--- src/rtl/ras_pkg.sv ---
// Shared return-address-stack types and default sizing.
package ras_pkg;

    localparam int unsigned RAS_WIDTH    = 32;
    localparam int unsigned RAS_DEPTH    = 1024;
    localparam int unsigned RAS_SP_DEPTH = 16;
    localparam int unsigned RAS_AW       = $clog2(RAS_DEPTH);

    // One speculative stack action as queued for retirement.
    typedef struct packed {
        logic [RAS_WIDTH-1:0] data;
        logic [RAS_AW-1:0]    addr;
        logic                 pop;
        logic                 push;
    } ras_action_t;

endpackage

--- src/rtl/ras_bram.sv ---
// Simple dual-port RAM: port A synchronous read, port B write.
// With RESOLVE_COLLIDE set, a same-cycle write to the read index is forwarded.
module ras_bram #(
    parameter int unsigned WIDTH           = 32,
    parameter int unsigned DEPTH           = 16,
    parameter bit          RESOLVE_COLLIDE = 1'b1,
    localparam int unsigned AW             = $clog2(DEPTH)
) (
    input  logic             clk,
    input  logic [AW-1:0]    i_a_addr,
    output logic [WIDTH-1:0] o_a_dout,
    input  logic             i_b_we,
    input  logic [AW-1:0]    i_b_addr,
    input  logic [WIDTH-1:0] i_b_din
);

    logic [WIDTH-1:0] r_mem [DEPTH];
    logic [WIDTH-1:0] r_a_dout;

    // Port B write; the array is intentionally not reset.
    always_ff @(posedge clk) begin
        if (i_b_we) r_mem[i_b_addr] <= i_b_din;
    end

    // Port A registered read with optional write-first forwarding.
    always_ff @(posedge clk) begin
        if (RESOLVE_COLLIDE && i_b_we && (i_b_addr == i_a_addr)) r_a_dout <= i_b_din;
        else                                                     r_a_dout <= r_mem[i_a_addr];
    end

    assign o_a_dout = r_a_dout;

endmodule

--- src/rtl/ras_spec_fifo.sv ---
// Show-ahead FIFO with synchronous flush and occupancy count.
// The caller never pushes when full nor pops when empty.
module ras_spec_fifo #(
    parameter int unsigned DW    = 8,
    parameter int unsigned DEPTH = 16,
    localparam int unsigned PW   = $clog2(DEPTH),
    localparam int unsigned CW   = PW + 1
) (
    input  logic          clk,
    input  logic          reset,
    input  logic          i_push,
    input  logic [DW-1:0] i_din,
    input  logic          i_pop,
    input  logic          i_flush,
    output logic [DW-1:0] o_dout,
    output logic [CW-1:0] o_count
);

    logic [DW-1:0] r_mem [DEPTH];
    logic [PW-1:0] r_wr_ptr;
    logic [PW-1:0] r_rd_ptr;
    logic [CW-1:0] r_count;

    // Entry storage, no reset needed: occupancy decides what is valid.
    always_ff @(posedge clk) begin
        if (i_push) r_mem[r_wr_ptr] <= i_din;
    end

    // Pointers and count; flush discards everything, including a same-cycle pop.
    always_ff @(posedge clk) begin
        if (reset || i_flush) begin
            r_wr_ptr <= '0;
            r_rd_ptr <= '0;
            r_count  <= '0;
        end else begin
            if (i_push) r_wr_ptr <= r_wr_ptr + PW'(1);
            if (i_pop)  r_rd_ptr <= r_rd_ptr + PW'(1);
            r_count <= r_count + CW'(i_push) - CW'(i_pop);
        end
    end

    assign o_dout  = r_mem[r_rd_ptr];
    assign o_count = r_count;

endmodule

--- src/rtl/ras_spec_stage.sv ---
// Speculative RAS front stage: queues actions until retired, keeps a small
// scratchpad of speculatively pushed addresses, and tracks visible/masked
// entry counts plus speculative and committed stack pointers.
module ras_spec_stage
    import ras_pkg::*;
#(
    parameter int unsigned WIDTH    = RAS_WIDTH,
    parameter int unsigned DEPTH    = RAS_DEPTH,
    parameter int unsigned SP_DEPTH = RAS_SP_DEPTH,
    localparam int unsigned AW      = $clog2(DEPTH),
    localparam int unsigned CW      = $clog2(SP_DEPTH) + 1
) (
    input  logic             clk,
    input  logic             reset,
    input  logic             trigger,
    output logic             ready_o,
    input  logic             push_i,
    input  logic             pop_i,
    input  logic [WIDTH-1:0] data_i,
    input  logic [AW-1:0]    addr_i,
    input  logic             commit,
    input  logic             flush,
    output logic             cvalid_o,
    output logic             push_o,
    output logic             pop_o,
    output logic [WIDTH-1:0] data_o,
    output logic [AW-1:0]    addr_o,
    input  logic [AW-1:0]    addr,
    output logic [WIDTH-1:0] dout,
    output logic             valid,
    output logic [AW-1:0]    base_addr,
    output logic [AW-1:0]    commit_addr_o,
    output logic [CW-1:0]    pend_cnt_o
);

    localparam int unsigned SW       = $clog2(SP_DEPTH);
    localparam logic [CW-1:0] FULL_CNT = CW'(SP_DEPTH);

    logic                      w_accept;
    logic                      w_push_acc;
    logic                      w_pop_acc;
    ras_action_t               w_in_act;
    ras_action_t               w_head;
    logic [$bits(ras_action_t)-1:0] w_fifo_dout;
    logic [CW-1:0]             r_v, r_m, w_v_d, w_m_d;
    logic [AW-1:0]             r_spec_ptr, r_commit_addr, w_commit_addr_d;

    // Reset and flush both override a new action.
    assign ready_o    = (pend_cnt_o != FULL_CNT);
    assign w_accept   = trigger && ready_o && !flush && !reset;
    assign w_push_acc = w_accept && push_i;
    assign w_pop_acc  = w_accept && pop_i;
    assign cvalid_o   = commit && !reset && (pend_cnt_o != '0);

    assign w_in_act = '{data: data_i, addr: addr_i, pop: pop_i, push: push_i};
    assign w_head   = w_fifo_dout;

    ras_spec_fifo #(
        .DW    ($bits(ras_action_t)),
        .DEPTH (SP_DEPTH)
    ) u_fifo (
        .clk     (clk),
        .reset   (reset),
        .i_push  (w_accept),
        .i_din   (w_in_act),
        .i_pop   (cvalid_o),
        .i_flush (flush),
        .o_dout  (w_fifo_dout),
        .o_count (pend_cnt_o)
    );

    ras_bram #(
        .WIDTH           (WIDTH),
        .DEPTH           (SP_DEPTH),
        .RESOLVE_COLLIDE (1'b1)
    ) u_scratch (
        .clk      (clk),
        .i_a_addr (addr[SW-1:0]),
        .o_a_dout (dout),
        .i_b_we   (w_push_acc),
        .i_b_addr (addr_i[SW-1:0]),
        .i_b_din  (data_i)
    );

    assign push_o = w_head.push;
    assign pop_o  = w_head.pop;
    assign data_o = w_head.data;
    assign addr_o = w_head.addr;

    assign valid           = (r_v != '0);
    assign base_addr       = w_accept ? addr_i : r_spec_ptr;
    assign commit_addr_o   = r_commit_addr;
    assign w_commit_addr_d = cvalid_o ? w_head.addr : r_commit_addr;

    // Visible/masked counters: a speculative pop hides a visible entry; retiring
    // a push first consumes a mask, otherwise it retires a visible entry.
    always_comb begin
        w_v_d = r_v;
        w_m_d = r_m;
        if (w_push_acc && (w_v_d != FULL_CNT)) w_v_d = w_v_d + CW'(1);
        if (w_pop_acc && (r_v != '0)) begin
            w_v_d = w_v_d - CW'(1);
            if (w_m_d != FULL_CNT) w_m_d = w_m_d + CW'(1);
        end
        if (cvalid_o && w_head.push) begin
            if (r_m == '0) begin
                if (w_v_d != '0) w_v_d = w_v_d - CW'(1);
            end else begin
                w_m_d = w_m_d - CW'(1);
            end
        end
        if (flush) begin
            w_v_d = '0;
            w_m_d = '0;
        end
    end

    // State update; flush rewinds the speculative pointer to the post-commit pointer.
    always_ff @(posedge clk) begin
        if (reset) begin
            r_v           <= '0;
            r_m           <= '0;
            r_spec_ptr    <= addr;
            r_commit_addr <= addr;
        end else begin
            r_v           <= w_v_d;
            r_m           <= w_m_d;
            r_commit_addr <= w_commit_addr_d;
            r_spec_ptr    <= flush ? w_commit_addr_d : base_addr;
        end
    end

endmodule

--- config.mk ---
export PLATFORM = sky130hd
export DESIGN_NAME = ras_spec_stage
export DESIGN_NICKNAME = d
export VERILOG_FILES = /design/src/rtl/ras_pkg.sv /design/src/rtl/ras_bram.sv /design/src/rtl/ras_spec_fifo.sv /design/src/rtl/ras_spec_stage.sv
export SDC_FILE = /design/constraint.sdc
export NUM_CORES = 1
export LEC_CHECK = 0
export CORE_ASPECT_RATIO = 1.75
export CORE_UTILIZATION = 55
export CTS_CLUSTER_DIAMETER = 100
export CTS_CLUSTER_SIZE = 16
export DETAILED_ROUTE_END_ITERATION = 12
export HOLD_SLACK_MARGIN = 0.02
export MAX_ROUTING_LAYER = met4
export PLACE_DENSITY = 0.73
export SYNTH_ARGS = -nofsm -noshare
export SYNTH_HDL_FRONTEND = slang
export SYNTH_SLANG_ARGS = --single-unit
--- constraint.sdc ---
create_clock -name clk -period 6.7 [get_ports clk]
set_input_delay 1.34 -clock clk [delete_from_list [all_inputs] [get_ports clk]]
set_output_delay 1.34 -clock clk [all_outputs]
set_load 0.02 [all_outputs]
== Word-level counts from Yosys, hierarchy flattened ==
Memories as Yosys holds them, arrays and structs flattened. A register that Yosys moved wholly into a read port is not among the register bits.
Cells that the tools add are included.

* Bits in registers: 43
* Memory bits (writable): 1216
* Input port bits: 59
* Output and inout port bits: 104
* Word-level logic and storage cells: 59
* Memories: 2

* Add/subtract/negate cells: 9
* Equal/unequal tests: 3
* Multiplexer cells: 20
* Reduce and logical (&&, ||, !) cells: 18

{| class="wikitable"
|+ Memories
! name !! depth !! width !! read ports !! clocked after memory_dff !! wr ports !! RTL line !! RTL
|-
| u_fifo.r_mem || 16 || 44 || 1 || 1 || 1 || ras_spec_fifo.sv:19 || <nowiki>logic [DW-1:0] r_mem [DEPTH];</nowiki>
|-
| u_scratch.r_mem || 16 || 32 || 1 || 1 || 1 || ras_bram.sv:17 || <nowiki>logic [WIDTH-1:0] r_mem [DEPTH];</nowiki>
|}

{| class="wikitable"
|+ Operator list
! kind !! number
|-
| $mux W10 || 5
|-
| $mux W5 || 9
|-
| $ne A5 B5 Y1 const B || 3
|-
| $reduce_bool A5 Y1 || 3
|-
| $sub A5 B1 Y5 const B || 3
|-
| $add A5 B1 Y5 const B || 2
|-
| $logic_and A1 B1 Y1 || 10
|-
| $add A4 B1 Y4 const B || 2
|-
| $mux W4 || 2
|-
| $add A5 B1 Y5 || 1
|-
| $logic_not A5 Y1 || 1
|-
| $sub A5 B1 Y5 || 1
|-
| $mux W1 || 4
|-
| $logic_not A1 Y1 || 2
|-
| $reduce_or A2 Y1 || 1
|-
| $logic_or A1 B1 Y1 || 1
|}

== Depth between registers and ports, before layout ==
Gate-level depths: netlist (run 1).

* Depth after elaboration: 13
* Mapped depth: 16
* Mapped depth without buffers: 15

== By module ==
A second synthesis (run 1) with hierarchy kept.

* Cell total of the unflattened synthesis: 2222
* Area, all modules: 48469.0 um^2

{| class="wikitable"
|+ Modules (own cells, without submodules)
! module !! instances !! cells each !! area an instance (um^2) !! seq. area each (um^2)
|-
| ras_spec_fifo || 1 || 1172 || 27151.0 || 21480.6
|-
| ras_bram || 1 || 810 || 19293.5 || 15454.8
|-
| ras_spec_stage || 1 || 240 || 2024.4 || 600.6
|}

== Worst setup path after synthesis (run 1) ==
OpenSTA, ideal clock, no wires.

* Kind: input to register
* Start point: input reset
* End point: memory u_scratch.r_mem[2][0], in the netlist u_scratch.r_mem[1][0] (enable)
* Library setup time: 0.461 ns
* Arrival time: 4.303 ns
* Required time: 6.239 ns
* Slack: 1.936 ns
* Stages: 5
* Path buffers: 2
* Cells stage by stage: buf_6 nor4bb_1 buf_2 nand4b_1 nor3_1

* Cells in the longest elaborated chain, start to end: 5

{| class="wikitable"
|+ Ends and longest elaborated chain
! element !! RTL line !! RTL
|-
| start, declared || ras_spec_stage.sv:14 || <nowiki>input logic reset,</nowiki>
|-
| $logic_not A1 Y1 || ras_spec_stage.sv:50 || <nowiki>assign w_accept = trigger && ready_o && !flush && !reset;</nowiki>
|-
| $logic_and A1 B1 Y1 || ras_spec_stage.sv:50 ||
|-
| $logic_and A1 B1 Y1 || ras_spec_stage.sv:51 || <nowiki>assign w_push_acc = w_accept && push_i;</nowiki>
|-
| $mux W1 || ras_bram.sv:22 || <nowiki>if (i_b_we) r_mem[i_b_addr] <= i_b_din;</nowiki>
|-
| $mux W1 (implied by the code) || ras_bram.sv:22 ||
|-
| end, declared || ras_bram.sv:17 ||
|}

No other way between the ends.

==> impl_metrics.env, run 1 <==
export IMPL_ys_ff_latch=1267
export IMPL_port_buffers=162
export IMPL_wl_per_cell_um=29.4
export IMPL_cts_buffers=89
export IMPL_period_share_pct=77.6
export IMPL_min_path_type="reg -> reg"
export IMPL_dpl_cell_area_mm2=0.0520
export IMPL_cpMostUsedCell="mux4_2"
export IMPL_post_place_ws_ns=1.02
export IMPL_core_area_mm2=0.0871
export IMPL_finalSetupTns_ns=0
export IMPL_critical_path_arrival_ns=3.86
export IMPL_fp_dieH_um=395
export IMPL_insertion_delay_ns=0.68
export IMPL_routabilityCongestion=0.825
export IMPL_critical_path_depth=4
export IMPL_max_freq_mhz=192
export IMPL_crit_slowest_cell="dfxtp_4"
export IMPL_boundaryPins=163
export IMPL_crit_path_cell_trace="buf_12 > mux4_2 > mux4_2 > clkdlybuf4s50_1"
export IMPL_worst_r2r_endpoint="r_v[4]$_SDFF_PP0_"
export IMPL_cts_tree="built"
export IMPL_drive_gt1_share_pct=25.0
export IMPL_rsz0062_at_grt="false"
export IMPL_syn_area_mm2=0.0486
export IMPL_yosys_warnings=0
export IMPL_area_growth_pct=12.1
export IMPL_dpl_hpwl_um=57900
export IMPL_post_cts_resized=0
export IMPL_vias=22025
export IMPL_skew_ns=0.0276
export IMPL_end_kind="output pin"
export IMPL_drtPass1Iterations=5
export IMPL_fin_crit_ns=5.20
export IMPL_whs_path_depth=2
export IMPL_drt_initial_drc_count=2311
export IMPL_cp_endpoint="data_o[3]"
export IMPL_final_net_count=2379
export IMPL_rrSetupSlack_ns=2.93
export IMPL_p_leak_nw=16.7
export IMPL_tightest_slew_ns=1.31
export IMPL_cts_setup_buffers=0
export IMPL_start_util_pct=55.8
export IMPL_holdBufCountCts=0
export IMPL_avgSynthCellArea_um2=23.2
export IMPL_min_from="u_fifo.r_rd_ptr[3]$_SDFFE_PP0P_"
export IMPL_seq_area_frac_synth_pct=77.2
export IMPL_p_per_area_mw_per_mm2=269
export IMPL_clkTransAtPathRegs_ns=0.07
export IMPL_worst_path_max_fanout=141
export IMPL_hold_violations=0
export IMPL_critPathKind="reg -> out"
export IMPL_synthFlopType="edfxtp_1"
export IMPL_clock_sinks=1267
export IMPL_num_rows=143
export IMPL_avgViaCountPerCell=6.27
export IMPL_fin_area_mm2=0.0545
export IMPL_startpoint_type="register"
export IMPL_grt_max_degree=142
export IMPL_finalNonFillerCells=3513
export IMPL_grt_pass1_wl_um=153000
export IMPL_finalWorstSetupSlack_ns=1.50
export IMPL_cp_required_ns=5.36
export IMPL_cp_buffers_inverters=2
export IMPL_setup_violations=0
export IMPL_synthCells=2094
export IMPL_remaining_drc_errors=0
export IMPL_status="finished, final reports clean"
export IMPL_slowest_delay_ns=0.75
export IMPL_placedCellCount=3369
export IMPL_ctsLongestPathBuffers=3
export IMPL_die_area_mm2=0.0897
export IMPL_maxCapViolations=0
export IMPL_grt_usage_pct=24.7
export IMPL_maxSlewViolCount=0
export IMPL_syn_nets=2173
export IMPL_cp_top_family="buffers and inverters"
export IMPL_ff2ff_path_depth=13
export IMPL_grt_pass1_vias=23500
export IMPL_wirelength_um=103000
export IMPL_synth_edf_count=1216
export IMPL_antenna_found_initial=3
export IMPL_ir_worst_vdd_mv=0.228
export IMPL_htreeDepth=3
export IMPL_root_buffer="clkbuf_16"
export IMPL_relSlewSlack_pct=11.3
export IMPL_async_flop_share_pct=0
export IMPL_synthDistinctLibCells=55
export IMPL_r2r_start="u_fifo.o_count[2]$_SDFF_PP0_"
export IMPL_die_w_um=227
export IMPL_ant_nets=0
export IMPL_gr_total_overflow=0
## cells in the mapped netlist (4+ instances only)
| cell | instances | area share [%] |
|---|---|---|
| edfxtp_1 | 1216 | 75 |
| mux4_2 | 375 | 17 |
| nand2_1 | 65 | 0.50 |
| clkbuf_1 | 57 | 0.44 |
| dfxtp_1 | 51 | 2.1 |
| nor2_1 | 41 | 0.32 |
| buf_1 | 37 | 0.29 |
| mux2i_1 | 33 | 0.68 |
| inv_1 | 30 | 0.23 |
| o21ai_0 | 24 | 0.25 |
| ha_1 | 19 | 0.49 |
| and2_1 | 12 | 0.15 |
| xnor2_1 | 12 | 0.22 |
| buf_2 | 10 | 0.10 |
| xor2_1 | 10 | 0.18 |
| a21oi_1 | 9 | 0.093 |
| nand4_1 | 9 | 0.12 |
| nand3_1 | 8 | 0.082 |
| nor3_1 | 7 | 0.072 |
| and3_1 | 6 | 0.077 |
| mux2_2 | 6 | 0.14 |
| o31ai_1 | 5 | 0.077 |
| and4_1 | 4 | 0.072 |
| nor2b_1 | 4 | 0.051 |
## per-layer routing
metal | global-route usage (%) | vias to the layer above | wire (um)
li1 | - | 9216 | -
met2 | 42.0 | 798 | 56000
met4 | 6.82 | 0 | 2170
met1 | 31.0 | 11852 | 39400
met3 | 3.42 | 159 | 5840
met5 | - | - | 0
## registers in the layout, indices dropped and copies added (netlist names), named ones only
signal / flops
u_fifo.r_mem: 704
u_scratch.r_mem: 512
commit_addr_o: 10
r_spec_ptr: 10
r_m: 5
r_v: 5
u_fifo.o_count: 5
u_fifo.r_rd_ptr: 4
u_fifo.r_wr_ptr: 4
## cells by family (layout without fill, tap and decap cells)
| kind of cell | count (synthesis) | in the layout | synth area share, % |
|---|---|---|---|
| AOI/OAI and AO/OA | 53 | 53 | 0.700 |
| xor gates and xnor gates | 22 | 22 | 0.396 |
| adders and majority gates | 20 | 20 | 0.530 |
| buffers and inverters | 136 | 393 | 1.10 |
| DFF | 1267 | 1267 | 77.2 |
| muxes | 414 | 414 | 18.2 |
| other | 0 | 2 | 0 |
| and+or+nand+nor | 182 | 182 | 1.90 |
## placed cells by master (no fill, tap or decap), types with 30 or more instances in the layout
cell type	count
buf_4	54
mux4_2	375
edfxtp_1	1216
clkbuf_1	45
dfxtp_1	43
clkbuf_16	95
clkdlybuf4s50_1	162
inv_1	30
mux2i_1	33
nand2_1	65
## power by group
| part | switching (W) | internal, W | total [W] |
|---|---|---|---|
| logic | 0.000443 | 0.000375 | 0.000818 |
| registers | 0.0000426 | 0.00871 | 0.00876 |
| clock network | 0.00251 | 0.00260 | 0.00511 |
## how the worst min path moves through the flow
stage                     to  slack (ns)
floorplan           register        0.48
global placement    register        0.52
detailed placement  register        0.52
CTS                 register        0.54
global route        register        0.58
finish              register        0.54
## per-stage QoR
step | hold WS, ns | util [%] | total power (W)
floorplan | 0.485 | - | 0.00936
global placement | 0.522 | 59.6 | 0.00974
detailed placement | 0.521 | 59.6 | 0.00976
CTS | 0.536 | 62.6 | 0.0148
global route | 0.578 | 62.6 | 0.0151
finish | 0.542 | 62.6 | 0.0147
## worst register-to-register path, stage by stage (launching register included)
cell	delay (ns)
dfxtp_1	0.37
inv_1	0.09
ha_1	0.21
and4bb_2	0.30
inv_1	0.45
nand3_1	0.24
xnor2_1	0.32
ha_1	0.27
mux2_2	0.30
ha_1	0.19
inv_1	0.12
o31ai_1	0.13
or4_1	0.53
a21oi_1	0.16
## layout make-up
type / instances / area, um^2
diodes: 2 / 5.00
flip-flops and latches: 1267 / 37600
repair buffers: 221 / 2130
well taps: 1160 / 1450
clock buffers: 140 / 2550
multi-input cells: 691 / 10700
fillers: 5756 / 32600
inverters: 30 / 113
clock inverters: 2 / 25.0
Note: power is estimated with default switching activity, not from simulation.
==> run 2, diff against run 1 <==
==> constraint.sdc (replaced) <==
create_clock -name clk -period 5.3 [get_ports clk]
set_input_delay 1.06 -clock clk [delete_from_list [all_inputs] [get_ports clk]]
set_output_delay 1.06 -clock clk [all_outputs]
set_load 0.02 [all_outputs]
==> impl_metrics.env, run 2 (synthesis gave the netlist of run 1 again) <==
export IMPL_status="finished, final reports clean"
export IMPL_start_util_pct=55.8
export IMPL_cp_required_ns=4.24
export IMPL_finalWorstSetupSlack_ns=0.627
export IMPL_antenna_found_initial=1
export IMPL_port_buffers=162
export IMPL_ir_worst_vdd_mv=0.252
export IMPL_nFillCells=5737
export IMPL_critPathKind="reg -> out"
export IMPL_die_w_um=227
export IMPL_ant_nets=0
export IMPL_wirelength_um=105000
export IMPL_end_kind="output pin"
export IMPL_post_cts_resized=0
export IMPL_wl_per_cell_um=29.9
export IMPL_vias=22286
export IMPL_hold_violations=0
export IMPL_maxSlewViolCount=0
export IMPL_drt_initial_drc_count=2145
export IMPL_cts_setup_buffers=0
export IMPL_p_leak_nw=16.8
export IMPL_grt_usage_pct=24.9
export IMPL_htreeDepth=3
export IMPL_avgViaCountPerCell=6.32
export IMPL_grt_pass1_wl_um=154000
export IMPL_remaining_drc_errors=0
export IMPL_boundaryPins=163
export IMPL_finalPower_w=0.0185
export IMPL_rrSetupSlack_ns=1.59
export IMPL_die_area_mm2=0.0897
export IMPL_largest_register="u_fifo.r_mem"
export IMPL_max_freq_mhz=214
export IMPL_period_share_pct=88.2
export IMPL_skew_ns=0.0197
export IMPL_ctsLongestPathBuffers=3
export IMPL_dpl_hpwl_um=59300
export IMPL_drtPass1Iterations=5
export IMPL_largest_reg_flops=704
export IMPL_num_rows=143
export IMPL_gr_total_overflow=0
export IMPL_min_path_type="reg -> reg"
export IMPL_regArea_mm2=0.0376
export IMPL_setup_violations=0
export IMPL_layout_common_cells="edfxtp_1, mux4_2, clkdlybuf4s50_1"
export IMPL_fin_crit_ns=4.67
export IMPL_r2r_start="u_fifo.o_count[3]$_SDFF_PP0_"
export IMPL_p_per_area_mw_per_mm2=338
export IMPL_critical_path_arrival_ns=3.61
export IMPL_final_net_count=2392
export IMPL_relSlewSlack_pct=18.8
export IMPL_startpoint_type="register"
export IMPL_worst_r2r_endpoint="r_v[4]$_SDFF_PP0_"
export IMPL_holdBufCountCts=0
export IMPL_insertion_delay_ns=0.67
export IMPL_multi_input_area_mm2=0.0107
export IMPL_rsz0062_at_grt="false"
export IMPL_cts_tree="built"
export IMPL_fp_dieH_um=395
export IMPL_maxCapViolations=0
export IMPL_grt_max_degree=81
export IMPL_grt_pass1_vias=23648
export IMPL_layout_commonest_cell="edfxtp_1"
export IMPL_clkTransAtPathRegs_ns=0.07
export IMPL_clock_sinks=1267
export IMPL_ff2ff_path_depth=13
export IMPL_cts_buffers=89
export IMPL_whs_path_depth=2
export IMPL_drive_gt1_share_pct=25.4
export IMPL_post_place_ws_ns=0.596
export IMPL_finalSetupTns_ns=0
export IMPL_min_from="u_fifo.r_rd_ptr[3]$_SDFFE_PP0P_"
export IMPL_routabilityCongestion=0.823
export IMPL_area_growth_pct=12.8
export IMPL_worst_path_max_fanout=33
export IMPL_core_area_mm2=0.0871
export IMPL_tightest_slew_ns=1.21
export IMPL_root_buffer="clkbuf_16"
export IMPL_hold_end="u_fifo.r_rd_ptr[3]$_SDFFE_PP0P_"
export IMPL_reg_largest_list="u_fifo.r_mem (704), u_scratch.r_mem (512)"
-- run 2: how the worst max path moves through the flow --
stage	from	end	depth (start not counted)	slack, ns
after floorplan	reset	u_scratch.r_mem[1][0]$_DFFE_PP_	5	0.82
after global placement	reset	base_addr[2]	8	0.84
after detailed placement	push_i	r_v[4]$_SDFF_PP0_	12	0.60
after CTS	register	dout[8]	4	0.53
after global routing	register	dout[8]	4	0.48
final	register	dout[8]	4	0.63
-- run 2: area by class of cell --
cell class | count | share of cell area (%)
Clock buffer | 139 | 4.64
Tap cell | 1160 | 2.65
Clock inverter | 2 | 0.0456
Inverter | 30 | 0.205
Timing Repair Buffer | 234 | 4.47
Sequential cell | 1267 | 68.5
Antenna cell | 2 | 0.00912
Multi-Input combinational cell | 691 | 19.5
-- run 2: routing by layer --
| metal | part of all wire, % | GRT usage [%] | wire [um] | up-vias |
|---|---|---|---|---|
| met2 | 54 | 42.5 | 57100 | 902 |
| li1 | - | - | - | 9250 |
| met3 | 5.8 | 3.31 | 6120 | 160 |
| met4 | 2.2 | 6.88 | 2310 | 0 |
| met5 | 0 | - | 0 | - |
| met1 | 38 | 31.5 | 39800 | 11974 |
-- run 2: critical path, stage by stage (launching register included) --
cell and delay, ns:
dfxtp_4 0.79, buf_4 0.40, mux4_2 0.58, mux4_2 0.54
clkdlybuf4s50_1 0.57
-- run 2: per-stage QoR --
stage	utilization, %	area [um^2]	hold slack (ns)	std cells
2_1_floorplan	-	48600	0.485	2094
3_3_place_gp	60.0	52300	0.511	3382
3_5_place_dp	60.0	52300	0.553	3382
4_1_cts	62.9	54800	0.569	3523
5_1_grt	62.9	54800	0.611	3524
6_report	62.9	54900	0.559	3525
-- run 2: report_power, final --
group | internal [W] | switching (W)
registers | 0.0110 | 0.0000487
clock network | 0.00329 | 0.00316
logic | 0.000478 | 0.000564
==> run 3, diff against run 2 <==
--- a/config.mk
+++ b/config.mk
@@ -13,6 +13,7 @@
 export HOLD_SLACK_MARGIN = 0.02
 export MAX_ROUTING_LAYER = met4
 export PLACE_DENSITY = 0.73
+export REMOVE_ABC_BUFFERS = 1
 export SYNTH_ARGS = -nofsm -noshare
 export SYNTH_HDL_FRONTEND = slang
 export SYNTH_SLANG_ARGS = --single-unit
==> impl_metrics.env, run 3 (synthesis gave the netlist of run 1 again) <==
export IMPL_status="finished, final reports clean"
export IMPL_cellInternalPower_w=0.0147
export IMPL_ant_nets=0
export IMPL_start_util_pct=55.8
export IMPL_final_util_pct=62.9
export IMPL_cp_required_ns=4.24
export IMPL_busiest_layer="met2"
export IMPL_use_met1_pct=31.4
export IMPL_dpl_hpwl_um=57500
export IMPL_avgViaCountPerCell=6.42
export IMPL_boundaryPins=163
export IMPL_drt_initial_drc_count=2191
export IMPL_final_net_count=2387
export IMPL_clock_sinks=1267
export IMPL_die_w_um=227
export IMPL_clkTransAtPathRegs_ns=0.07
export IMPL_largest_register="u_fifo.r_mem"
export IMPL_ir_worst_vdd_mv=0.230
export IMPL_cts_setup_buffers=0
export IMPL_p_clk_share_pct=34.6
export IMPL_min_from="u_fifo.r_rd_ptr[3]$_SDFFE_PP0P_"
export IMPL_rrSetupSlack_ns=1.77
export IMPL_seqPwrFrac_pct=59.8
export IMPL_cts_tree="built"
export IMPL_tightest_slew_ns=1.17
export IMPL_num_rows=143
export IMPL_post_cts_resized=0
export IMPL_reg_largest_list="u_fifo.r_mem (704), u_scratch.r_mem (512)"
export IMPL_pwr_share_comb_pct=5.6
export IMPL_min_path_type="reg -> reg"
export IMPL_grt_usage_pct=25.1
export IMPL_antenna_found_initial=0
export IMPL_whs_path_depth=2
export IMPL_wl_per_cell_um=30.1
export IMPL_rsz0062_at_grt="false"
export IMPL_use_met3_pct=2.90
export IMPL_startpoint_type="register"
export IMPL_r2r_start="u_fifo.o_count[2]$_SDFF_PP0_"
export IMPL_ff2ff_path_depth=13
export IMPL_vias=22591
export IMPL_gr_total_overflow=0
export IMPL_drive_gt1_share_pct=25.2
export IMPL_worst_r2r_endpoint="r_v[4]$_SDFF_PP0_"
export IMPL_die_area_mm2=0.0897
export IMPL_worst_path_max_fanout=67
export IMPL_skew_ns=0.0234
export IMPL_layout_commonest_cell="edfxtp_1"
export IMPL_nFillCells=5713
export IMPL_grt_max_degree=84
export IMPL_swShare_pct=20.5
export IMPL_maxCapViolations=0
export IMPL_period_share_pct=88.2
export IMPL_routabilityCongestion=0.824
export IMPL_grtUsageMet2_pct=42.7
export IMPL_core_area_mm2=0.0871
export IMPL_setup_violations=0
export IMPL_root_buffer="clkbuf_16"
export IMPL_grt_pass1_vias=23545
export IMPL_largest_reg_flops=704
export IMPL_area_growth_pct=12.6
export IMPL_ctsLongestPathBuffers=3
export IMPL_max_freq_mhz=214
export IMPL_grt_pass1_wl_um=155000
export IMPL_critPathKind="reg -> out"
export IMPL_insertion_delay_ns=0.69
export IMPL_relSlewSlack_pct=21.6
export IMPL_end_kind="output pin"
export IMPL_fp_dieH_um=395
export IMPL_layout_common_cells="edfxtp_1, mux4_2, clkdlybuf4s50_1"
export IMPL_maxSlewViolCount=0
export IMPL_fin_crit_ns=4.67
export IMPL_cts_buffers=89
export IMPL_port_buffers=162
export IMPL_p_sw_w=0.00379
export IMPL_htreeDepth=3
export IMPL_finalPower_w=0.0185
export IMPL_hold_violations=0
export IMPL_holdBufCountCts=0
export IMPL_drtPass1Iterations=5
export IMPL_remaining_drc_errors=0
export IMPL_critical_path_arrival_ns=3.61
export IMPL_wirelength_um=106000
export IMPL_p_per_area_mw_per_mm2=338
export IMPL_p_leak_nw=16.7
run 3: cell count changes in the layout (fill, tap and decap cells not counted), sizes merged:
cell / before / now
clkbuf: 139 / 136
diode: 2 / 1
buf: 72 / 67
inv: 31 / 32
run 3: how the worst max path moves through the flow:
stage,endpoint,cells after the start,from
finish,data_o[12],4,register
detailed placement,r_v[4]$_SDFF_PP0_,12,push_i
global placement,base_addr[5],8,trigger
floorplan,addr_o[0],2,register
global route,addr_o[9],4,register
CTS,data_o[12],4,register
run 3: cell type report:
type                    instances  area (um^2)  share of cell area, %
repair buffers                229         2420                   4.43
inverters                      30          113                  0.206
clock inverters                 3         33.8                 0.0617
clock buffers                 136         2490                   4.54
well taps                    1160         1450                   2.65
diodes                          1         2.50                0.00457
multi-input cells             691        10700                   19.5
flip-flops and latches       1267        37600                   68.6
run 3: stage by stage:
| stage | cells | TNS [ns] | hold WS [ns] | worst slack [ns] | area (um^2) |
|---|---|---|---|---|---|
| finish | 3517 | 0 | 0.544 | 0.627 | 54800 |
| global placement | 3377 | 0 | 0.511 | 0.787 | 52200 |
| global route | 3516 | 0 | 0.553 | 0.449 | 54800 |
| floorplan | 1988 | -352.73 | 0.485 | -4.09 | 48200 |
| detailed placement | 3377 | 0 | 0.533 | 0.707 | 52200 |
| CTS | 3516 | 0 | 0.546 | 0.513 | 54800 |
run 3: power groups by stage:
| stage | clock, W | combinational [W] | sequential [W] |
|---|---|---|---|
| final | 0.00640 | 0.00104 | 0.0111 |
| after global routing | 0.00685 | 0.00111 | 0.0111 |
| after CTS | 0.00651 | 0.00106 | 0.0111 |
| after detailed placement | 0 | 0.00105 | 0.0113 |
| after global placement | 0 | 0.00102 | 0.0113 |
| after floorplan | 0 | 0.000550 | 0.0113 |
run 3: critical path, cell delays in order (launching register included):
cell and delay [ns]:
dfxtp_4 0.64, buf_12 0.48, mux4_2 0.61, mux4_2 0.54, clkdlybuf4s50_1 0.57
run 3: per-layer routing:
metal	wire length, um	up-vias
met5	0	-
li1	-	9232
met4	2830	0
met2	57200	1038
met3	6520	175
met1	39500	12146
==> RTL edit, RTL diff (config.mk and constraints of run 3) <==
`RESOLVE_COLLIDE` is set to 1'b1 in 2 places; all go to 1'b0.
--- a/src/rtl/ras_bram.sv
+++ b/src/rtl/ras_bram.sv
@@ -3,7 +3,7 @@
 module ras_bram #(
     parameter int unsigned WIDTH           = 32,
     parameter int unsigned DEPTH           = 16,
-    parameter bit          RESOLVE_COLLIDE = 1'b1,
+    parameter bit          RESOLVE_COLLIDE = 1'b0,
     localparam int unsigned AW             = $clog2(DEPTH)
 ) (
     input  logic             clk,
--- a/src/rtl/ras_spec_stage.sv
+++ b/src/rtl/ras_spec_stage.sv
@@ -72,7 +72,7 @@
     ras_bram #(
         .WIDTH           (WIDTH),
         .DEPTH           (SP_DEPTH),
-        .RESOLVE_COLLIDE (1'b1)
+        .RESOLVE_COLLIDE (1'b0)
     ) u_scratch (
         .clk      (clk),
         .i_a_addr (addr[SW-1:0]),
Check against the original RTL: not settled (the Yosys comparison gave no result); the edit may change what the design does.
==> RTL edit against run 3 <==
Synthesized cell count is 1.5% higher; critical endpoint is now base_addr[1]; setup slack worse by 28 ps; non-clock buffer count is 4 higher; wire length increased by 0.28%; largest cell class unchanged; power increased by 2.3%; sequential cell count grew 28; final area rose by 1.4%; area after synthesis increased by 1.2%.
==> RTL edit: results <==
export IMPL_run_status="complete, no violations"
export IMPL_antenna_found_initial=2
export IMPL_first_pass_iteration_count_of_the_detailed_router=5
export IMPL_power_static_leakage_nw=17.0
export IMPL_grt_pass1_wl_um=157000
export IMPL_cts_buffers_inserted=90
export IMPL_post_cts_resized_instances=0
export IMPL_worst_clock_skew_ps=24.5
export IMPL_synth_distinct_cells=56
export IMPL_slew_headroom_pct=18.5
export IMPL_dpl_hpwl_um=59400
export IMPL_placement_cell_area_um2=52900
export IMPL_cp_max_fo=16
export IMPL_finalNetCount=2422
export IMPL_cts_root_buf="sky130_fd_sc_hd__clkbuf_16"
export IMPL_detailroute_wirelength_met3_um=5600
export IMPL_cpLargestDelayFamily="buffers and inverters"
export IMPL_ir_worst_vdd_uv=270
export IMPL_registers_top_by_ff_count="u_fifo.r_mem"
export IMPL_place_worst_setup_slack_ps=583
export IMPL_placement_io_buffers=162
export IMPL_yosys_top_cells_count="sky130_fd_sc_hd__edfxtp_1, sky130_fd_sc_hd__mux4_2, sky130_fd_sc_hd__dfxtp_1"
export IMPL_dominant_synthesized_flop_cell="sky130_fd_sc_hd__edfxtp_1"
export IMPL_synth_xor_xnor_area_share_pct=0.445
export IMPL_largest_register_ffs=704
export IMPL_largest_net_degree_at_the_start_of_global_routing=74
export IMPL_wl_per_cell_um=29.6
export IMPL_grtUsageMet1_pct=29.4
export IMPL_vias=22400
export IMPL_synth_edff_count=1216
export IMPL_synth_yosys_warnings=0
export IMPL_met2_wirelength_um=58800
export IMPL_layout_drive_gt1_share_pct=24.8
export IMPL_gr_usage_all_layers_pct=24.8
export IMPL_worst_ep_arrival_time_ps=3640
export IMPL_min_path_type="flip-flop to flip-flop"
export IMPL_use_met2_pct=44.2
export IMPL_gp_congestion=0.867
export IMPL_post_cts_setup_buffer_count=0
export IMPL_synth_area_mux_share_pct=18.0
export IMPL_critPathSlowestCell="sky130_fd_sc_hd__clkdlybuf4s50_1"
export IMPL_synth_compound_area_share_pct=0.717
export IMPL_first_global_vias=23700
export IMPL_route_top_layer_used="met4"
export IMPL_critical_path_max_stage_delay_ps=610
export IMPL_synth_adder_area_share_pct=0.524
export IMPL_dr_first_iter_drc_count=2046
export IMPL_cts_h_tree_depth=3
export IMPL_clockBufferDepth=3
export IMPL_m1WireLength_um=38900
export IMPL_synth_sequential_area_ratio_pct=77.4
export IMPL_clock_input_transition_at_the_sequential_cells_of_the_worst_setup_and_hold_paths_ps=70
export IMPL_ys_async_sr_fraction_pct=0
export IMPL_clock_latency_ps=690
export IMPL_yosys_top_cells_area="sky130_fd_sc_hd__edfxtp_1, sky130_fd_sc_hd__mux4_2, sky130_fd_sc_hd__dfxtp_1"
export IMPL_globalRouteMet3Util_pct=3.09
[RTL edit: worst register-to-register path: cells and delay by family (launching register included)]
family	cells	cell delay [ps]
flops	1	400
simple gates	4	1490
compound gates	2	400
mux	2	490
buf+inv	2	270
fa+ha+maj	3	710
[RTL edit: where the power goes]
part           switching (mW)  internal (mW)
combinational           0.588          0.490
clock                    3.32           3.26
sequential             0.0362           11.2
[RTL edit: through the flow]
stage	TNS, ps	total power, mW	std cells
floorplan	-354350	12.1	2018
global placement	0	12.6	3419
detailed placement	0	12.6	3419
CTS	0	19.1	3587
global route	0	19.5	3589
finish	0	18.9	3589
[RTL edit: cells by family after synthesis]
group | Yosys count
flip-flops | 1295
AO/OA/AOI/OAI | 57
XOR/XNOR | 25
adder cells (fa/ha/maj) | 20
buffers and inverters | 140
AND/OR/NAND/NOR | 180
multiplexers | 408
[RTL edit: worst paths after layout]
kind,from,slack [ps],endpoint,cells after the start
worst max-delay path,flush,600,base_addr[1],7
worst min-delay path,u_fifo.r_rd_ptr[3]$_SDFFE_PP0P_,530,flip-flop,2
worst max register to register,r_v[0]$_SDFF_PP0_,1460,r_v[1]$_SDFF_PP0_,13
worst min register to register,u_fifo.r_rd_ptr[3]$_SDFFE_PP0P_,530,flip-flop,2
[RTL edit: final cells by class]
| class | count | area (µm²) |
|---|---|---|
| Fill cell | 5828 | 32700 |
| Sequential cell | 1295 | 38100 |
| Tap cell | 1168 | 1460 |
| Antenna cell | 2 | 5.00 |
| Clock buffer | 162 | 2540 |
| Inverter | 33 | 124 |
| Clock inverter | 6 | 67.6 |
| Timing Repair Buffer | 233 | 2450 |
| Multi-Input combinational cell | 690 | 10800 |
